$ cat src/rtl/axil_pkg.sv
// Shared types and default widths for the two-port AXI-Lite arbiter.
package axil_pkg;

    localparam int DATA_WIDTH = 32;
    localparam int ADDR_WIDTH = 32;

    // Read path states: waiting, forwarding AR, forwarding R.
    typedef enum logic [1:0] {
        R_IDLE = 2'd0,
        R_ADDR = 2'd1,
        R_DATA = 2'd2
    } r_state_t;

    // Write path states: waiting, forwarding AW/W, forwarding B.
    typedef enum logic [1:0] {
        W_IDLE = 2'd0,
        W_XFER = 2'd1,
        W_RESP = 2'd2
    } w_state_t;

    // Grant encoding: 0 selects s0, 1 selects s1.
    typedef logic grant_t;

endpackage

$ cat src/rtl/axil_intf.sv
// AXI-Lite bundle without response codes. The master modport drives requests,
// the slave modport drives readies and responses.
interface axil_intf #(
    parameter int DATA_WIDTH = axil_pkg::DATA_WIDTH,
    parameter int ADDR_WIDTH = axil_pkg::ADDR_WIDTH
);
    localparam int STRB_WIDTH = DATA_WIDTH / 8;

    logic [ADDR_WIDTH-1:0] awaddr;
    logic [2:0]            awprot;
    logic                  awvalid;
    logic                  awready;
    logic [DATA_WIDTH-1:0] wdata;
    logic [STRB_WIDTH-1:0] wstrb;
    logic                  wvalid;
    logic                  wready;
    logic                  bvalid;
    logic                  bready;
    logic [ADDR_WIDTH-1:0] araddr;
    logic [2:0]            arprot;
    logic                  arvalid;
    logic                  arready;
    logic [DATA_WIDTH-1:0] rdata;
    logic                  rvalid;
    logic                  rready;

    modport master (
        output awaddr, awprot, awvalid, input awready,
        output wdata, wstrb, wvalid, input wready,
        input bvalid, output bready,
        output araddr, arprot, arvalid, input arready,
        input rdata, rvalid, output rready
    );

    modport slave (
        input awaddr, awprot, awvalid, output awready,
        input wdata, wstrb, wvalid, output wready,
        output bvalid, input bready,
        input araddr, arprot, arvalid, output arready,
        output rdata, rvalid, input rready
    );

endinterface

$ cat src/rtl/axil_arb2_sel.sv
// Two-way grant select. Default build is fixed priority (s0 wins ties).
// Defining AXIL_ARB_RR_EN adds a last-grant pointer for round-robin ties.
module axil_arb2_sel
    import axil_pkg::*;
(
    input  logic   clk,
    input  logic   rst,
    input  logic   req0,
    input  logic   req1,
    input  logic   load,
    output grant_t winner
);

`ifdef AXIL_ARB_RR_EN
    grant_t last;

    // Track the port granted at the most recent IDLE exit; reset value makes s0 win first.
    always_ff @(posedge clk) begin
        if (rst) begin
            last <= 1'b1;
        end else if (load) begin
            last <= winner;
        end
    end

    // A tie goes to the port that was not granted last; otherwise the lone requester.
    always_comb begin
        if (req0 && req1) begin
            winner = ~last;
        end else begin
            winner = req1 && !req0;
        end
    end
`else
    logic unused_sel;
    assign unused_sel = &{1'b0, clk, rst, load};

    // s0 wins every tie; s1 only when it requests alone.
    always_comb begin
        winner = req1 && !req0;
    end
`endif

endmodule

$ cat src/rtl/axil_arb2.sv
// Two-requester AXI-Lite arbiter with independent read and write paths.
// Optional round-robin arbitration: define AXIL_ARB_RR_EN.
// Handshakes: a beat transfers on the rising edge where valid and ready are both 1;
// the arbiter only forwards valids/readies combinationally from the granted port.
module axil_arb2
    import axil_pkg::*;
#(
    parameter int DATA_WIDTH = axil_pkg::DATA_WIDTH,
    parameter int ADDR_WIDTH = axil_pkg::ADDR_WIDTH
) (
    input  logic     clk,
    input  logic     rst,
    axil_intf.slave  s0,
    axil_intf.slave  s1,
    axil_intf.master m,
    output r_state_t r_state,
    output w_state_t w_state
);

    // ---------------- read path ----------------
    r_state_t r_next;
    grant_t   r_grant;
    grant_t   r_winner;
    logic     r_load;

    assign r_load = (r_state == R_IDLE) && (s0.arvalid || s1.arvalid);

    axil_arb2_sel u_rd_sel (
        .clk    (clk),
        .rst    (rst),
        .req0   (s0.arvalid),
        .req1   (s1.arvalid),
        .load   (r_load),
        .winner (r_winner)
    );

    // Read state and grant registers; grant is frozen until the FSM returns to idle.
    always_ff @(posedge clk) begin
        if (rst) begin
            r_state <= R_IDLE;
            r_grant <= 1'b0;
        end else begin
            r_state <= r_next;
            if (r_load) begin
                r_grant <= r_winner;
            end
        end
    end

    // Read next-state: one AR beat, then one R beat, then back to idle.
    always_comb begin
        r_next = r_state;
        case (r_state)
            R_IDLE:  if (s0.arvalid || s1.arvalid) r_next = R_ADDR;
            R_ADDR:  if (m.arvalid && m.arready)   r_next = R_DATA;
            R_DATA:  if (m.rvalid && m.rready)     r_next = R_IDLE;
            default: r_next = R_IDLE;
        endcase
    end

    logic [ADDR_WIDTH-1:0] ar_addr;
    assign ar_addr  = r_grant ? s1.araddr : s0.araddr;
    assign m.araddr = ar_addr;
    assign m.arprot = r_grant ? s1.arprot : s0.arprot;
    assign s0.rdata = m.rdata;
    assign s1.rdata = m.rdata;

    // Read outputs: forward AR in R_ADDR and R in R_DATA for the granted port only.
    always_comb begin
        m.arvalid  = 1'b0;
        m.rready   = 1'b0;
        s0.arready = 1'b0;
        s1.arready = 1'b0;
        s0.rvalid  = 1'b0;
        s1.rvalid  = 1'b0;
        case (r_state)
            R_ADDR: begin
                m.arvalid = r_grant ? s1.arvalid : s0.arvalid;
                if (r_grant) s1.arready = m.arready;
                else         s0.arready = m.arready;
            end
            R_DATA: begin
                m.rready = r_grant ? s1.rready : s0.rready;
                if (r_grant) s1.rvalid = m.rvalid;
                else         s0.rvalid = m.rvalid;
            end
            default: ;
        endcase
    end

    // ---------------- write path ----------------
    w_state_t w_next;
    grant_t   w_grant;
    grant_t   w_winner;
    logic     w_load;
    logic     aw_done;
    logic     w_done;
    logic     aw_hs;
    logic     w_hs;

    assign w_load = (w_state == W_IDLE) && (s0.awvalid || s1.awvalid);
    assign aw_hs  = m.awvalid && m.awready;
    assign w_hs   = m.wvalid && m.wready;

    axil_arb2_sel u_wr_sel (
        .clk    (clk),
        .rst    (rst),
        .req0   (s0.awvalid),
        .req1   (s1.awvalid),
        .load   (w_load),
        .winner (w_winner)
    );

    // Write state, grant and per-channel done flags (flags live only within W_XFER).
    always_ff @(posedge clk) begin
        if (rst) begin
            w_state <= W_IDLE;
            w_grant <= 1'b0;
            aw_done <= 1'b0;
            w_done  <= 1'b0;
        end else begin
            w_state <= w_next;
            if (w_load) begin
                w_grant <= w_winner;
            end
            if (w_state != W_XFER) begin
                aw_done <= 1'b0;
                w_done  <= 1'b0;
            end else begin
                if (aw_hs) aw_done <= 1'b1;
                if (w_hs)  w_done  <= 1'b1;
            end
        end
    end

    // Write next-state: AW and W may finish in either order or together.
    always_comb begin
        w_next = w_state;
        case (w_state)
            W_IDLE:  if (s0.awvalid || s1.awvalid) w_next = W_XFER;
            W_XFER:  if ((aw_done || aw_hs) && (w_done || w_hs)) w_next = W_RESP;
            W_RESP:  if (m.bvalid && m.bready) w_next = W_IDLE;
            default: w_next = W_IDLE;
        endcase
    end

    logic [DATA_WIDTH-1:0]   w_data;
    logic [DATA_WIDTH/8-1:0] w_strb;
    assign w_data   = w_grant ? s1.wdata : s0.wdata;
    assign w_strb   = w_grant ? s1.wstrb : s0.wstrb;
    assign m.awaddr = w_grant ? s1.awaddr : s0.awaddr;
    assign m.awprot = w_grant ? s1.awprot : s0.awprot;
    assign m.wdata  = w_data;
    assign m.wstrb  = w_strb;

    // Write outputs: forward AW/W until each is done, then forward B, granted port only.
    always_comb begin
        m.awvalid  = 1'b0;
        m.wvalid   = 1'b0;
        m.bready   = 1'b0;
        s0.awready = 1'b0;
        s1.awready = 1'b0;
        s0.wready  = 1'b0;
        s1.wready  = 1'b0;
        s0.bvalid  = 1'b0;
        s1.bvalid  = 1'b0;
        case (w_state)
            W_XFER: begin
                m.awvalid = (w_grant ? s1.awvalid : s0.awvalid) && !aw_done;
                m.wvalid  = (w_grant ? s1.wvalid : s0.wvalid) && !w_done;
                if (w_grant) begin
                    s1.awready = m.awready && !aw_done;
                    s1.wready  = m.wready && !w_done;
                end else begin
                    s0.awready = m.awready && !aw_done;
                    s0.wready  = m.wready && !w_done;
                end
            end
            W_RESP: begin
                m.bready = w_grant ? s1.bready : s0.bready;
                if (w_grant) s1.bvalid = m.bvalid;
                else         s0.bvalid = m.bvalid;
            end
            default: ;
        endcase
    end

endmodule

$ cat src/flat_wrapper.sv
// flat-port wrapper written by rule: the top's interface ports become plain ports
module axil_arb2_flat import axil_pkg::*;
#(
    parameter int DATA_WIDTH = axil_pkg::DATA_WIDTH,
    parameter int ADDR_WIDTH = axil_pkg::ADDR_WIDTH
)
  (clk, rst, r_state, w_state, s0_awaddr, s0_awprot, s0_awvalid, s0_awready, s0_wdata, s0_wstrb, s0_wvalid, s0_wready, s0_bvalid, s0_bready, s0_araddr, s0_arprot, s0_arvalid, s0_arready, s0_rdata, s0_rvalid, s0_rready, s1_awaddr, s1_awprot, s1_awvalid, s1_awready, s1_wdata, s1_wstrb, s1_wvalid, s1_wready, s1_bvalid, s1_bready, s1_araddr, s1_arprot, s1_arvalid, s1_arready, s1_rdata, s1_rvalid, s1_rready, m_awaddr, m_awprot, m_awvalid, m_awready, m_wdata, m_wstrb, m_wvalid, m_wready, m_bvalid, m_bready, m_araddr, m_arprot, m_arvalid, m_arready, m_rdata, m_rvalid, m_rready);
  axil_intf #(.DATA_WIDTH(DATA_WIDTH), .ADDR_WIDTH(ADDR_WIDTH)) s0_i ();
  axil_intf #(.DATA_WIDTH(DATA_WIDTH), .ADDR_WIDTH(ADDR_WIDTH)) s1_i ();
  axil_intf #(.DATA_WIDTH(DATA_WIDTH), .ADDR_WIDTH(ADDR_WIDTH)) m_i ();
  input  logic clk;
  input  logic rst;
  output r_state_t r_state;
  output w_state_t w_state;
  input wire logic [$bits(s0_i.awaddr)-1:0] s0_awaddr;
  input wire logic [$bits(s0_i.awprot)-1:0] s0_awprot;
  input wire logic [$bits(s0_i.awvalid)-1:0] s0_awvalid;
  output wire logic [$bits(s0_i.awready)-1:0] s0_awready;
  input wire logic [$bits(s0_i.wdata)-1:0] s0_wdata;
  input wire logic [$bits(s0_i.wstrb)-1:0] s0_wstrb;
  input wire logic [$bits(s0_i.wvalid)-1:0] s0_wvalid;
  output wire logic [$bits(s0_i.wready)-1:0] s0_wready;
  output wire logic [$bits(s0_i.bvalid)-1:0] s0_bvalid;
  input wire logic [$bits(s0_i.bready)-1:0] s0_bready;
  input wire logic [$bits(s0_i.araddr)-1:0] s0_araddr;
  input wire logic [$bits(s0_i.arprot)-1:0] s0_arprot;
  input wire logic [$bits(s0_i.arvalid)-1:0] s0_arvalid;
  output wire logic [$bits(s0_i.arready)-1:0] s0_arready;
  output wire logic [$bits(s0_i.rdata)-1:0] s0_rdata;
  output wire logic [$bits(s0_i.rvalid)-1:0] s0_rvalid;
  input wire logic [$bits(s0_i.rready)-1:0] s0_rready;
  input wire logic [$bits(s1_i.awaddr)-1:0] s1_awaddr;
  input wire logic [$bits(s1_i.awprot)-1:0] s1_awprot;
  input wire logic [$bits(s1_i.awvalid)-1:0] s1_awvalid;
  output wire logic [$bits(s1_i.awready)-1:0] s1_awready;
  input wire logic [$bits(s1_i.wdata)-1:0] s1_wdata;
  input wire logic [$bits(s1_i.wstrb)-1:0] s1_wstrb;
  input wire logic [$bits(s1_i.wvalid)-1:0] s1_wvalid;
  output wire logic [$bits(s1_i.wready)-1:0] s1_wready;
  output wire logic [$bits(s1_i.bvalid)-1:0] s1_bvalid;
  input wire logic [$bits(s1_i.bready)-1:0] s1_bready;
  input wire logic [$bits(s1_i.araddr)-1:0] s1_araddr;
  input wire logic [$bits(s1_i.arprot)-1:0] s1_arprot;
  input wire logic [$bits(s1_i.arvalid)-1:0] s1_arvalid;
  output wire logic [$bits(s1_i.arready)-1:0] s1_arready;
  output wire logic [$bits(s1_i.rdata)-1:0] s1_rdata;
  output wire logic [$bits(s1_i.rvalid)-1:0] s1_rvalid;
  input wire logic [$bits(s1_i.rready)-1:0] s1_rready;
  output wire logic [$bits(m_i.awaddr)-1:0] m_awaddr;
  output wire logic [$bits(m_i.awprot)-1:0] m_awprot;
  output wire logic [$bits(m_i.awvalid)-1:0] m_awvalid;
  input wire logic [$bits(m_i.awready)-1:0] m_awready;
  output wire logic [$bits(m_i.wdata)-1:0] m_wdata;
  output wire logic [$bits(m_i.wstrb)-1:0] m_wstrb;
  output wire logic [$bits(m_i.wvalid)-1:0] m_wvalid;
  input wire logic [$bits(m_i.wready)-1:0] m_wready;
  input wire logic [$bits(m_i.bvalid)-1:0] m_bvalid;
  output wire logic [$bits(m_i.bready)-1:0] m_bready;
  output wire logic [$bits(m_i.araddr)-1:0] m_araddr;
  output wire logic [$bits(m_i.arprot)-1:0] m_arprot;
  output wire logic [$bits(m_i.arvalid)-1:0] m_arvalid;
  input wire logic [$bits(m_i.arready)-1:0] m_arready;
  input wire logic [$bits(m_i.rdata)-1:0] m_rdata;
  input wire logic [$bits(m_i.rvalid)-1:0] m_rvalid;
  output wire logic [$bits(m_i.rready)-1:0] m_rready;
  assign s0_i.awaddr = s0_awaddr;
  assign s0_i.awprot = s0_awprot;
  assign s0_i.awvalid = s0_awvalid;
  assign s0_awready = s0_i.awready;
  assign s0_i.wdata = s0_wdata;
  assign s0_i.wstrb = s0_wstrb;
  assign s0_i.wvalid = s0_wvalid;
  assign s0_wready = s0_i.wready;
  assign s0_bvalid = s0_i.bvalid;
  assign s0_i.bready = s0_bready;
  assign s0_i.araddr = s0_araddr;
  assign s0_i.arprot = s0_arprot;
  assign s0_i.arvalid = s0_arvalid;
  assign s0_arready = s0_i.arready;
  assign s0_rdata = s0_i.rdata;
  assign s0_rvalid = s0_i.rvalid;
  assign s0_i.rready = s0_rready;
  assign s1_i.awaddr = s1_awaddr;
  assign s1_i.awprot = s1_awprot;
  assign s1_i.awvalid = s1_awvalid;
  assign s1_awready = s1_i.awready;
  assign s1_i.wdata = s1_wdata;
  assign s1_i.wstrb = s1_wstrb;
  assign s1_i.wvalid = s1_wvalid;
  assign s1_wready = s1_i.wready;
  assign s1_bvalid = s1_i.bvalid;
  assign s1_i.bready = s1_bready;
  assign s1_i.araddr = s1_araddr;
  assign s1_i.arprot = s1_arprot;
  assign s1_i.arvalid = s1_arvalid;
  assign s1_arready = s1_i.arready;
  assign s1_rdata = s1_i.rdata;
  assign s1_rvalid = s1_i.rvalid;
  assign s1_i.rready = s1_rready;
  assign m_awaddr = m_i.awaddr;
  assign m_awprot = m_i.awprot;
  assign m_awvalid = m_i.awvalid;
  assign m_i.awready = m_awready;
  assign m_wdata = m_i.wdata;
  assign m_wstrb = m_i.wstrb;
  assign m_wvalid = m_i.wvalid;
  assign m_i.wready = m_wready;
  assign m_i.bvalid = m_bvalid;
  assign m_bready = m_i.bready;
  assign m_araddr = m_i.araddr;
  assign m_arprot = m_i.arprot;
  assign m_arvalid = m_i.arvalid;
  assign m_i.arready = m_arready;
  assign m_i.rdata = m_rdata;
  assign m_i.rvalid = m_rvalid;
  assign m_rready = m_i.rready;
  axil_arb2 #(.DATA_WIDTH(DATA_WIDTH), .ADDR_WIDTH(ADDR_WIDTH)) u_core (.clk(clk), .rst(rst), .s0(s0_i), .s1(s1_i), .m(m_i), .r_state(r_state), .w_state(w_state));
endmodule
$ cat config.mk
export PLATFORM = sky130hd
export DESIGN_NAME = axil_arb2_flat
export DESIGN_NICKNAME = d
export VERILOG_FILES = /design/src/rtl/axil_pkg.sv /design/src/rtl/axil_intf.sv /design/src/rtl/axil_arb2_sel.sv /design/src/rtl/axil_arb2.sv /design/src/flat_wrapper.sv
export SDC_FILE = /design/constraint.sdc
export NUM_CORES = 1
export LEC_CHECK = 0
export ABC_AREA = 1
export BUFFER_PORTS_ARGS = -buffer_cell sky130_fd_sc_hd__buf_4
export CORE_AREA = 2 2 177 179
export CTS_CLUSTER_DIAMETER = 60
export DETAILED_ROUTE_END_ITERATION = 6
export DIE_AREA = 0 0 179 181
export PLACE_DENSITY = 0.33
export SYNTH_ARGS = -nofsm -noshare
export SYNTH_HDL_FRONTEND = slang
export SYNTH_SLANG_ARGS = --single-unit
$ cat constraint.sdc
create_clock -name clk -period 1.7 [get_ports clk]
set_input_delay 0.255 -clock clk [delete_from_list [all_inputs] [get_ports clk]]
set_output_delay 0.255 -clock clk [all_outputs]
set_load 0.005 [all_outputs]
* After elaboration in Yosys (flattened, before gate mapping)
Cells that the tools add are included.
Storage, ports and cells: output and inout port bits 189, register bits 8
Cells by class: reductions and logical operators 27, muxes and demuxes 44, eq/ne operators 11
Operators with widths (count):
- $mux W32 | 3
- $mux W1 | 30
- $logic_and A1 B1 Y1 | 14
- $mux W2 | 6
- $pmux W2 S3 | 2
- $ne A2 B1 Y1 const B | 5
- $mux W3 | 2
- $reduce_and A3 Y1 | 2
- $eq A2 B1 Y1 const B | 2
- $eq A2 B2 Y1 const B | 2
- $logic_not A1 Y1 | 4
- $logic_not A2 Y1 | 2
- $logic_or A1 B1 Y1 | 4
- $mux W4 | 1
- $ne A2 B2 Y1 const B | 2
- $reduce_or A2 Y1 | 1

* Depth between registers and ports, before layout
Gate-level depths: netlist (run 1).
depth in word-level cells 8, gate-level depth with buffers 9, depth with buffers taken out 8

* Hierarchy
From an unflattened synthesis (run 1), not the netlist that was laid out.
Second synthesis, totals: cells, all modules 502, area, all modules 2336.0 um2
Modules (own cells, without submodules):
- axil_arb2 | area each 2316.0 um2, cells an instance 498, times used 1, sequential area each 160.2 um2
- axil_arb2_sel | area each 10.0 um2, cells an instance 2, times used 2, sequential area each 0.0 um2

* Least setup slack after synthesis (run 1)
OpenSTA, ideal clock, no wires.
path type register to output, start point register u_core.w_grant, end point output port m_awaddr[10], data arrival time 906 ps, cell stages (with the launch flop) 7, buffers on the path 3, setup slack 539 ps, data required time 1445 ps, cell sequence dfxtp_1 -> buf_6 -> inv_4 -> buf_2 -> buf_4 -> nand2_1 -> nand2_1
On the way: cells in the longest elaborated chain, start to end 1
RTL lines:
- start: declaration | line axil_arb2.sv:93 | grant_t w_grant;
- start signal: assignment | line axil_arb2.sv:124 | w_grant <= w_winner;
- $mux W32 | line axil_arb2.sv:151 | assign m.awaddr = w_grant ? s1.awaddr : s0.awaddr;
- end: declaration | line flat_wrapper.sv:49 | output wire logic [$bits(m_i.awaddr)-1:0] m_awaddr;
No other way between the ends.

* Worst setup path after layout (run 1)
start point register u_core.r_grant, end point output port s1_rvalid
On the way: cells in the longest elaborated chain, start to end 2
RTL lines:
- start: declaration | line axil_arb2.sv:22 | grant_t r_grant;
- start signal: assignment | line axil_arb2.sv:45 | r_grant <= r_winner;
- $mux W1 | line axil_arb2.sv:84 | if (r_grant) s1.rvalid = m.rvalid;
- $mux W1 | line axil_arb2.sv:76 | case (r_state)
- end: declaration | line flat_wrapper.sv:47 | output wire logic [$bits(s1_i.rvalid)-1:0] s1_rvalid;
No other way between the ends.

==> out/qor.csv, run 1 <==
stage,metric,value,unit
run_status,status,completed,
sta,Final setup viols,0,
yosys,async set-reset flop share out of synthesis,0,%
yosys,sequential area share after synthesis,6.73,%
worst_setup_path,Setup Crit Path Kind,register to output pin,
worst_setup_path,Worst Path Max Fanout,38,
worst_setup_path,"Data arrival, critical path",1.32,ns
yosys,Synth Cell Area,0.00238,sq mm
floorplanning,Die Span Y,181,um
sta,total negative setup slack,0,ns
clock_tree,total CTS buffers,3,
detailed_routing,Residual DRC,0,
final_layout,Area growth syn-to-layout,115,%
detailed_routing,DRT antenna net count,0,
placement,hpwl dp,12800,um
detailed_routing,via count,3895,
sta,Final WS setup,0.123,ns
yosys,top-count cell post-synth,nand2_1,
floorplanning,row count,64,
power,Max rail drop VDD,0.212,mV
detailed_routing,DR pass1 iterations,4,
detailed_routing,DRT met1 WL,4920,um
clock_tree,Worst-path clk slew,0.04,ns
worst_setup_path,CP max-delay cell,dfxtp_2,
global_route,total gr overflow,0,
yosys,number of synthesized flops with an enable pin,0,
yosys,Post-synth top flop,dfxtp_1,
worst_setup_path,Required @ worst endpoint,1.44,ns
sta,highest attainable clock frequency,634,MHz
detailed_routing,WL met2,7790,um
yosys,Synth Instances,497,
global_route,GRT Total Usage,8.25,%
clock_tree,latest clock arrival within the worst-skew pair,0.23,ns
yosys,syn_area_per_cell,4.79,sq um
yosys,post-synthesis register bit count,8,
sta,RSZ-0062 raised after global routing,false,
flow_run,max-cap violations,0,
global_route,largest net degree at the start of global routing,45,
final_layout,Inserted Diodes,0,
clock_tree,setup bufs post-CTS,0,
yosys,net count after synthesis,758,
worst_setup_path,CP cell instances,inv_1 > buf_12 > nor3_1 > buf_4 > buf_4,
global_route,initial antenna violation count,0,
power,power density over cell area,401,mW/mm^2
clock_tree,clk sink count,8,
floorplanning,die width,179,um
sta,Tmin final,1.58,ns
worst_setup_path,critical path's most frequent cell,buf_4,
clock_tree,clock root buffer,clkbuf_16,
clock_tree,CTS tree,built,
worst_setup_path,Slowest Stage Delay on Critical Path,0.35,ns
clock_tree,Clock Tree Buf Depth,2,
clock_tree,hold_buf cts,0,
sta,Fin. Hold Viols,0,
placement,dpl cells,1165,
floorplanning,core area,0.0303,sq mm
placement,Final GP Congestion,0.719,
worst_setup_path,CP Launch Type,register,
detailed_routing,met3 WL post-DR,1750,um
detailed_routing,initial DRC count,62,
sta,headroom to the max-slew limit,77.9,%
clock_tree,htree depth,1,
power,leakage,0.00297,uW
yosys,biggest area consumer among synthesized cells,nand2_1,
placement,Place WS,0.268,ns
detailed_routing,Via density,3.33,
final_layout,layout cells sized above 1,49.3,%
yosys,synth top area cells,"nand2_1, buf_4, dfxtp_1",
yosys,area share of the leading cell type in the synthesized netlist,53.1,%
placement,# port buffers,353,
floorplanning,Initial Util,7.85,%
global_route,vias in the first global route,3958,
hold_path,Hold WC Path Type,input pin to register,
sta,measured slew at the worst slew-check pin,0.330,ns
final_layout,Final nets,1036,
detailed_routing,Top Metal Used,met4,
sta,Clock Skews,0.00372,ns
worst_setup_path,crit end category,output pin,
global_route,global-route wire length before repair,20600,um
detailed_routing,Post-Route WL,14800,um
sta,post-route clock period utilization,92.8,%
floorplanning,io pins,450,
yosys,Post-synth top cells,"nand2_1, buf_4, buf_2, inv_1, nor3_1",
power,Final Power,2050,uW
floorplanning,die area,0.0324,sq mm
final_layout,fin cells,1169,
detailed_routing,WL per Instance,12.7,um
yosys,Netlist cell types,23,
yosys,yosys warns,0,
sta,"Slew Viols, Final",0,
[per-layer routing]
metal | up-vias | GRT usage (%)
li1 | 1974 | -
met1 | 1620 | 7.38
met2 | 266 | 16.8
met3 | 35 | 2.95
met4 | 0 | 2.47
met5 | - | 0
[cell usage in the layout (no fill, tap or decap), drive strengths merged]
| master | n |
|---|---|
| buf | 363 |
| nand2 | 342 |
| inv | 16 |
| nor3 | 11 |
| nor2 | 9 |
| a21oi | 9 |
| dfxtp | 8 |
| clkbuf | 4 |
| o21ai | 3 |
| a211oi | 2 |
| nor3b | 2 |
| nand3 | 2 |
| mux2i | 1 |
| nand4 | 1 |
[critical path, delay by kind of cell (launching register included)]
| kind | cells | cell delay (ns) |
|---|---|---|
| buffers and inverters | 4 | 0.51 |
| DFF | 1 | 0.35 |
| and+or+nand+nor | 1 | 0.22 |
[logic make-up after synthesis]
kind of cell           share of synthesized area [%]
buffers and inverters                           29.4
muxes                                          0.420
DFF                                             6.73
and+or+nand+nor                                 60.0
AOI/OAI and AO/OA                               3.47
[registers in the layout (all words and copies together) (netlist names)]
name            count
u_core.r_state      2
u_core.w_state      2
u_core.aw_done      1
u_core.r_grant      1
u_core.w_done       1
u_core.w_grant      1
[final timing paths]
check	slack, ns	endpoint	cells past startpoint	startpoint
setup / recovery	0.12	s1_rvalid	5	u_core.r_grant
hold / removal	0.23	u_core.r_grant	2	s0_arvalid
setup reg to reg	0.46	u_core.w_state[1]	7	u_core.w_grant
hold reg to reg	0.58	u_core.r_state[0]	4	u_core.r_state[0]
[per-stage QoR]
stage          instance area (sq um)  util, %  hold WS [ns]
6_report                        5120     16.9         0.234
5_1_grt                         5120     16.9         0.233
4_1_cts                         5090     16.8         0.236
3_5_place_dp                    5020     16.5         0.480
3_3_place_gp                    5020     16.5         0.477
2_1_floorplan                   2380        -         0.351
[timing repair]
| action | CTS | global route |
|---|---|---|
| endpoints found under the hold margin | 0 | 0 |
| resized for setup | 0 | 3 |
| endpoints found under the setup margin | 0 | 2 |
[cell type report]
| type | count | area, sq um |
|---|---|---|
| Multi-Input combinational cell | 382 | 1520 |
| Inverter | 16 | 62.6 |
| Sequential cell | 8 | 165 |
| Fill cell | 3529 | 25200 |
| Tap cell | 396 | 495 |
| Timing Repair Buffer | 364 | 2800 |
| Clock buffer | 3 | 75.1 |
[report_power, final]
group	switching [uW]	total, uW	leakage [uW]	internal (uW)
Combinational	601	1440	0.00287	834
Sequential	15.2	215	0.0000666	200
Clock	97.4	401	0.0000370	304
Power figures use the tool's default switching activity.
==> run 2, diff against run 1 <==
CORE_AREA = 2 2 173 175   (was 2 2 177 179)
DIE_AREA = 0 0 175 177   (was 0 0 179 181)
SYNTH_HIERARCHICAL = 1   (was unset)
==> out/qor.csv, run 2 <==
stage,metric,value,unit,change
run_status,status,completed,,
hold_path,Hold WC Path Type,input pin to register,,
global_route,GRT Total Usage,9.07,%,+0.81 points
final_layout,Final Core Density,17.5,%,+0.63 points
clock_tree,setup bufs post-CTS,0,,unchanged
clock_tree,clock root buffer,clkbuf_16,,
worst_setup_path,Setup Crit Path Kind,register to output pin,,
placement,hpwl dp,13400,um,+4.5%
final_layout,most frequent cells in the layout,"buf_4, nand2_1, inv_1, nor2_1, nor3_1",,
placement,Final GP Congestion,0.772,,+7.3%
sta,Fin. Hold Viols,0,,unchanged
sta,post-route clock period utilization,93.5,%,+0.77 points
worst_setup_path,R2R Path Start,u_core/r_state[0],,
power,power density over cell area,433,mW/mm^2,+8.2%
sta,Clock Skews,0.00144,ns,-0.00227 ns
final_layout,"most common cell after layout, fill and taps aside",buf_4,,
floorplanning,die width,175,um,-2.2%
sta,total negative setup slack,0,ns,unchanged
detailed_routing,WL per Instance,13.0,um,+2.4%
yosys,top-count cell post-synth,nand2_1,,
global_route,vias in the first global route,3905,,-1.3%
clock_tree,Worst-path clk slew,0.04,ns,about the same
yosys,syn_area_per_cell,4.65,sq um,-2.9%
yosys,async set-reset flop share out of synthesis,0,%,unchanged
final_layout,fin cells,1174,,+0.43%
final_layout,Area growth syn-to-layout,119,%,
detailed_routing,DRT antenna net count,0,,unchanged
yosys,synth top area cells,"nand2_1, buf_4, dfxtp_1",,
global_route,initial antenna violation count,2,,+2
detailed_routing,DR pass1 iterations,4,,unchanged
placement,dpl cells,1170,,+0.43%
worst_setup_path,"Data arrival, critical path",1.33,ns,about the same
global_route,total gr overflow,0,,unchanged
hold_path,Worst Min Path Start,rst,,
yosys,area share of the leading cell type in the synthesized netlist,55.1,%,+2.0 points
global_route,global-route wire length before repair,21900,um,+6.4%
detailed_routing,Residual DRC,0,,unchanged
sta,RSZ-0062 raised after global routing,true,,
yosys,Synth Cell Area,0.00234,sq mm,-1.9%
floorplanning,Initial Util,7.99,%,+0.14 points
final_layout,layout cells sized above 1,48.5,%,-0.76 points
placement,# port buffers,353,,unchanged
sta,Final setup viols,0,,unchanged
sta,headroom to the max-slew limit,81.2,%,+3.2 points
power,Final Power,2220,uW,+8.1%
yosys,Synth Instances,502,,+1.0%
worst_setup_path,CP Launch Type,register,,
floorplanning,core area,0.0292,sq mm,-3.6%
clock_tree,htree depth,1,,unchanged
sta,highest attainable clock frequency,629,MHz,-0.82%
worst_setup_path,CP startpoint,u_core/w_grant,,
detailed_routing,Post-Route WL,15300,um,+2.8%
yosys,yosys warns,6,,+6
sta,"Slew Viols, Final",0,,unchanged
sta,measured slew at the worst slew-check pin,0.280,ns,-0.0500 ns
floorplanning,Die Span Y,177,um,-2.2%
clock_tree,latest clock arrival within the worst-skew pair,0.23,ns,about the same
clock_tree,CTS tree,built,,
worst_setup_path,Worst Path Max Fanout,45,,+18%
global_route,largest net degree at the start of global routing,46,,+2.2%
clock_tree,total CTS buffers,3,,unchanged
sta,Tmin final,1.59,ns,+0.0130 ns
yosys,net count after synthesis,763,,+0.66%
final_layout,Final Cell Area,0.00512,sq mm,about the same
floorplanning,die area,0.0310,sq mm,-4.4%
final_layout,Final nets,1046,,+0.97%
power,leakage,0.00303,uW,+1.9%
placement,area of placed instances,0.00502,sq mm,unchanged
yosys,sequential area share after synthesis,6.86,%,+0.13 points
final_layout,Largest regs,"u_core/r_state (2), u_core/w_state (2)",,
detailed_routing,initial DRC count,75,,+21%
worst_setup_path,Required @ worst endpoint,1.44,ns,about the same
yosys,post-synthesis register bit count,8,,unchanged
flow_run,max-cap violations,0,,unchanged
yosys,Netlist cell types,19,,-17%
detailed_routing,via count,3873,,-0.56%
floorplanning,io pins,450,,unchanged
yosys,biggest area consumer among synthesized cells,nand2_1,,
yosys,Post-synth top flop,dfxtp_1,,
clock_tree,clk sink count,8,,unchanged
clock_tree,Clock Tree Buf Depth,2,,unchanged
yosys,number of synthesized flops with an enable pin,0,,unchanged
power,Max rail drop VDD,0.227,mV,+6.9%
detailed_routing,Via density,3.30,,-0.99%
floorplanning,row count,63,,-1.6%
worst_setup_path,crit end category,output pin,,
yosys,Post-synth top cells,"nand2_1, buf_4, buf_2, inv_1, nor2_1",,
-- run 2: cell families (layout without fill, tap and decap cells) --
group,Yosys count,count (layout),synth area share [%]
and+or+nand+nor,377,377,62.3
buffers and inverters,104,385,28.0
AOI/OAI and AO/OA,13,13,2.84
other,0,1,0
DFF,8,8,6.86
-- run 2: report_power, final --
part           switching, uW  internal, uW
Sequential              12.1           202
Combinational            692           915
Clock                   94.1           304
Total                    798          1420
-- run 2: worst paths after layout --
path                       endpoint  slack, ns  depth (start not counted)
hold reg to reg   u_core/w_state[1]       0.53                          2
hold / removal    u_core/r_state[0]       0.22                          2
setup / recovery        m_wdata[18]       0.11                          5
setup reg to reg  u_core/r_state[0]       0.46                          6
-- run 2: area by class of cell --
class,instances,area (sq um)
inverter,16,61.3
fill,3452,24100
antenna,1,2.50
multi-input combinational,390,1540
timing repair buffer,366,2800
tap,390,488
clock buffer,3,75.1
sequential,8,161
-- run 2: through the flow --
step | worst slack, ns | hold slack, ns
after floorplan | 0.518 | 0.324
after global placement | 0.186 | 0.452
after detailed placement | 0.188 | 0.463
after CTS | 0.0150 | 0.223
after global routing | -0.00771 | 0.223
final | 0.110 | 0.219
-- run 2: per-layer routing --
layer / global-route usage, % / wire length, um
met1: 9.85 / 5760
met2: 16.5 / 7570
met3: 3.91 / 1770
met4: 1.70 / 142
met5: 0 / 13
-- run 2: worst max-delay path, cell delays in order, from the launching register on --
cell	delay, ns
dfxtp_2	0.33
buf_6	0.18
buf_16	0.22
nand2_1	0.11
nand2_1	0.10
buf_4	0.11
-- run 2: what timing repair did --
action / CTS / global route
hold buffers: 0 / 0
gates resized for setup: 1 / 5
setup endpoints to repair: 1 / 13
endpoints found under the hold margin: 0 / 0
